===== src/rtl/conv_out_collector_pkg.sv =====
// Shared definitions for the convolution output collector: state encoding and
// the output-depth helper.
package conv_out_collector_pkg;

   typedef enum logic [1:0] {
      IDLE    = 2'd0,
      COLLECT = 2'd1,
      DONE    = 2'd2
   } state_t;

   function automatic int unsigned out_depth(input int unsigned img_w,
                                             input int unsigned img_h);
      return (img_w - 2) * (img_h - 2);
   endfunction

endpackage


===== src/rtl/conv_out_collector_out_ram.sv =====
// Output RAM: one write port, registered read-before-write read port that
// returns zero for out-of-range addresses.
module out_ram #(
   parameter int n = 8,
   parameter int A = 4
) (
   input  logic         clk,
   input  logic         rst,
   input  logic         we,
   input  logic [A-1:0] wa,
   input  logic [n-1:0] wd,
   input  logic         re,
   input  logic [A-1:0] ra,
   input  logic         ra_ok,
   output logic [n-1:0] rd
);

   logic [n-1:0] mem [2**A];

   always_ff @(posedge clk) begin
      if (we) mem[wa] <= wd;
   end

   always_ff @(posedge clk or posedge rst) begin
      if (rst)     rd <= '0;
      else if (re) rd <= ra_ok ? mem[ra] : '0;
   end

endmodule


===== src/rtl/conv_out_collector.sv =====
// Collects raster-ordered convolution results, drops the two wrap-around
// positions per line, optionally applies ReLU and stores them for host readback.
module conv_out_collector
   import conv_out_collector_pkg::*;
#(
   parameter int n     = 8,
   parameter int IMG_W = 6,
   parameter int IMG_H = 6,
   parameter int RELU  = 0,
   parameter int A     = 4
) (
   input  logic         clk,
   input  logic         rst,
   input  logic         start,
   input  logic         in_valid,
   input  logic [n-1:0] in_data,
   input  logic         out_rd,
   input  logic [A-1:0] out_adr,
   output logic [n-1:0] out_data,
   output logic         busy,
   output logic         done,
   output logic         ovf,
   output logic [A:0]   wr_count
);

   localparam int unsigned OUT_DEPTH = out_depth(IMG_W, IMG_H);
   localparam int CW = $clog2(IMG_W);
   localparam int RW = $clog2(IMG_H + 1);

   localparam logic [CW-1:0] COL_KEEP = CW'(IMG_W - 2);
   localparam logic [CW-1:0] COL_LAST = CW'(IMG_W - 1);
   localparam logic [RW-1:0] ROW_KEEP = RW'(IMG_H - 2);
   localparam logic [A-1:0]  PTR_LAST = A'(OUT_DEPTH - 1);
   localparam logic [A:0]    CNT_LAST = (A+1)'(OUT_DEPTH - 1);
   localparam logic [A:0]    CNT_DEPTH = (A+1)'(OUT_DEPTH);

   state_t        state, state_nx;
   logic [CW-1:0] col;
   logic [RW-1:0] row;
   logic [A-1:0]  wr_ptr;
   logic          beat, keep, we;
   logic [n-1:0]  wd;
   logic          ra_ok;

   assign beat  = in_valid && !start && (state == COLLECT);
   // row guard never trips before DONE; it only bounds the frame explicitly
   assign keep  = (col < COL_KEEP) && (row < ROW_KEEP);
   assign we    = beat && keep;
   assign wd    = ((RELU != 0) && in_data[n-1]) ? '0 : in_data;
   assign ra_ok = {1'b0, out_adr} < CNT_DEPTH;

   assign busy = (state == COLLECT);
   assign done = (state == DONE);

   always_comb begin
      state_nx = state;
      case (state)
         IDLE:    if (start) state_nx = COLLECT;
         COLLECT: begin
            if (start)                            state_nx = COLLECT;
            else if (we && (wr_count == CNT_LAST)) state_nx = DONE;
         end
         DONE:    if (start) state_nx = COLLECT;
         default: state_nx = IDLE;
      endcase
   end

   always_ff @(posedge clk or posedge rst) begin
      if (rst) begin
         state    <= IDLE;
         col      <= '0;
         row      <= '0;
         wr_ptr   <= '0;
         wr_count <= '0;
         ovf      <= 1'b0;
      end else begin
         state <= state_nx;
         if (start) begin
            col      <= '0;
            row      <= '0;
            wr_ptr   <= '0;
            wr_count <= '0;
            ovf      <= 1'b0;
         end else if (in_valid) begin
            if (state == COLLECT) begin
               if (col == COL_LAST) begin
                  col <= '0;
                  row <= row + 1'b1;
               end else begin
                  col <= col + 1'b1;
               end
               if (keep) begin
                  if (wr_ptr != PTR_LAST) wr_ptr <= wr_ptr + 1'b1;
                  wr_count <= wr_count + 1'b1;
               end
            end else begin
               ovf <= 1'b1;
            end
         end
      end
   end

   out_ram #(.n(n), .A(A)) u_ram (
      .clk   (clk),
      .rst   (rst),
      .we    (we),
      .wa    (wr_ptr),
      .wd    (wd),
      .re    (out_rd),
      .ra    (out_adr),
      .ra_ok (ra_ok),
      .rd    (out_data)
   );

endmodule

===== config.mk =====
export PLATFORM = sky130hd
export DESIGN_NAME = conv_out_collector
export DESIGN_NICKNAME = d
export VERILOG_FILES = /design/src/rtl/conv_out_collector_pkg.sv /design/src/rtl/conv_out_collector_out_ram.sv /design/src/rtl/conv_out_collector.sv
export SDC_FILE = /design/constraint.sdc
export NUM_CORES = 1
export LEC_CHECK = 0
export BUFFER_PORTS_ARGS = -buffer_cell sky130_fd_sc_hd__buf_2
export CORE_AREA = 2 2 105 107
export DETAILED_ROUTE_END_ITERATION = 12
export DIE_AREA = 0 0 107 109
export PLACE_DENSITY = 0.77
export RECOVER_POWER = 25
export SLEW_MARGIN = 20
export SYNTH_ARGS = -nofsm -noshare
export SYNTH_HDL_FRONTEND = slang
export SYNTH_SLANG_ARGS = --single-unit

===== constraint.sdc =====
create_clock -name clk -period 6.3 [get_ports clk]
set_clock_uncertainty 0.05 [all_clocks]
set_input_delay 0.315 -clock clk [delete_from_list [all_inputs] [get_ports clk]]
set_output_delay 0.315 -clock clk [all_outputs]
set_load 0.01 [all_outputs]

==> run summary <==
Fmax -> 0.3961 GHz
Post-DR wirelength/cell -> 22.37 µm
Worst-path clk slew -> 0.06 ns
Pleak -> 2.434 nW
CP top delay family -> simple AND/OR/NAND/NOR gates
Root Buffer -> clkbuf_8
Port Buffer Count -> 32
Number of diodes -> 0
Area leader, netlist -> edfxtp_1
Synth warn -> 0
DR vias -> 3113
Final WL -> 11.70 mm
Cell area after synthesis -> 6196 µm²
Distinct cells, synth -> 34
Final TNS setup -> 0 ns
Logic gate share of total power -> 5.1%
I/O pin total -> 33
Die span in y -> 109 µm
NumNets Final -> 394
Crit Path Class -> reg -> reg
Crit start category -> flip-flop
CP max FO -> 8
Status -> completed
Final Hold Vio Count -> 0
Final period utilization -> 40.07%
Mapped Avg Cell Area -> 18.44 µm²
Post-synth top area share -> 62.04%
Pint -> 1.790 mW
Initial core utilization -> 58.44%
Relative slew margins -> 41.23%
Worst-Margin Slew -> 0.8815 ns
DRC violations left -> 0
Crit path capture type -> flip-flop
Clock Path Buffers -> 2
Peak VDD IR -> 188.7 µV
DRT iter0 DRCs -> 253
Pre-antenna DRT Iters -> 4
Sw Share -> 20.46%
Die W -> 107 µm
CP Buf/Inv Count -> 0
Worst hold path class -> in -> reg
Setup violations, final -> 0
CTS tree -> built
TritonCTS Buffers -> 17
Clk sink count -> 154
GRT overflow -> 0
# Post-CTS Setup Buffers -> 0
Total die area -> 11660 µm²
Highest-delay cell along the critical path -> nor2_1
Total of max-cap violations -> 0
Antenna violations before repair -> 0
Core area -> 10600 µm²
Max-slew violations -> 0
Minimum clock period after layout -> 2.524 ns
Mapped Nets -> 360
Largest net degree at the start of global routing -> 33
Commonest non-fill, non-tap cell in the layout -> edfxtp_1
Sequential share of the synthesized area -> 72.54%
H-tree depth -> 4
Main area contributors after synthesis -> edfxtp_1 (62%), dfrtp_1 (11%), mux4_1 (7.2%), mux4_2 (5.5%), nor2_1 (1.6%)
Antenna-violating nets left -> 0
Most frequent cells in the layout -> edfxtp_1 (128), nor2_1 (27), dfrtp_1 (26)
Area delta synth->final -> 13.49%
Layout cells sized above 1 -> 21.93%
Seq pwr share -> 50.4%
CP cell instances -> or2_2 > nor3_1 > nand2_1 > nor2_1
First-pass GRT wire length -> 17.88 mm
Number of synthesized register bits -> 154
Clk_lat worst skew -> 0.53 ns
Number of global-route vias before repair -> 3110
Clock network fraction of total power -> 44.5%
Vias/cell -> 5.952
Standard-cell rows -> 38
RSZ-0062 raised after global routing -> no
Arrival time worst endpoint -> 2.62 ns
PD cells -> 320.0 nW/µm²
Post-synthesis cell count -> 336
Slowest stage delay, CP -> 0.72 ns
Dpl hpwl -> 7.062 mm
Worst path required time -> 6.40 ns
RD Place Congestion -> 0.7457
Total GRT Usage -> 21.99%
Net Switching -> 0.4603 mW
Final hold slack -> 0.1200 ns
==> logic make-up after synthesis <==
logic type / count (synthesis) / share of synthesized area, %
compound gates: 34 / 3.150
xor+xnor: 8 / 1.131
fa+ha+maj: 7 / 1.414
buf+inv: 24 / 2.221
flops: 154 / 72.54
mux: 42 / 14.44
simple gates: 67 / 5.109
==> cells in the mapped netlist <==
cell	instances
o21ai_0	1
mux2_2	8
nand3_1	7
ha_1	7
clkbuf_1	7
nand4b_1	1
edfxtp_1	128
and3b_1	1
nor3_1	8
clkbuf_2	1
buf_6	3
nand2_1	9
nand4_1	2
or3_1	1
and3_1	1
nor4_1	1
mux4_2	15
buf_12	1
nand3b_1	1
inv_1	6
a311oi_1	1
or2_2	2
mux4_1	17
nand2b_1	3
xor2_1	3
nor2b_1	3
a31oi_1	1
nor2_1	27
mux2i_1	2
buf_2	6
dfrtp_1	26
xnor2_1	5
a21oi_1	15
o22ai_1	16
==> layout make-up <==
cell class              count  area (µm²)
clock inverters            11       145.1
repair buffers             33       161.4
multi-input cells         158        1584
fillers                   707        3571
flip-flops and latches    154        4494
well taps                 140       175.2
inverters                   6       22.52
clock buffers              21       449.2
==> what timing repair did <==
item,CTS,global route
hold endpoints to repair,0,26
hold buffers,0,1
resized for setup,0,0
==> flip-flops by register name (all words and copies together), names as in the netlist <==
name       flops
state          2
ovf            1
row            3
wr_count       5
col            3
wr_ptr         4
u_ram.rd       8
u_ram.mem    128
==> worst paths after layout <==
path | slack [ns] | endpoint | startpoint | cells past startpoint
worst min-delay path | 0.12 | col[0] | start | 2
max in group asynchronous | 5.46 | u_ram.rd[3] | rst | 3
worst max-delay path | 3.78 | u_ram.mem[8][7] | col[2] | 4
worst min register to register | 0.46 | ovf | ovf | 2
min in group asynchronous | 0.36 | wr_count[3] | rst | 3
worst max register to register | 3.78 | u_ram.mem[8][7] | col[2] | 4
==> power by group through the flow <==
stage               logic (mW)  clock network [mW]  registers [mW]
floorplan               0.0708                   0            1.15
global placement         0.112                   0            1.15
detailed placement       0.114                   0            1.15
CTS                      0.116                1.01            1.13
global route             0.126                1.05            1.14
finish                   0.114                1.00            1.13
==> per-layer routing <==
layer,wire length (µm),vias up,GRT usage (%)
met1,5113,1571,30.00
met5,0,-,0
met4,279,0,10.20
met3,578,18,5.619
met2,5728,110,33.94
li1,-,1414,-
==> through the flow <==
step           setup WS (ns)  cells  power, mW  utilization [%]  area [µm²]
6_report               3.776    523      2.250            66.32        7032
5_1_grt                3.623    523      2.311            66.32        7032
4_1_cts                3.511    522      2.261            66.12        7010
3_5_place_dp           3.568    490      1.268            60.51        6416
3_3_place_gp           3.608    490      1.265            60.51        6416
2_1_floorplan          4.132    336      1.226                -        6196
No activity file was read; power rests on OpenSTA's default activity.
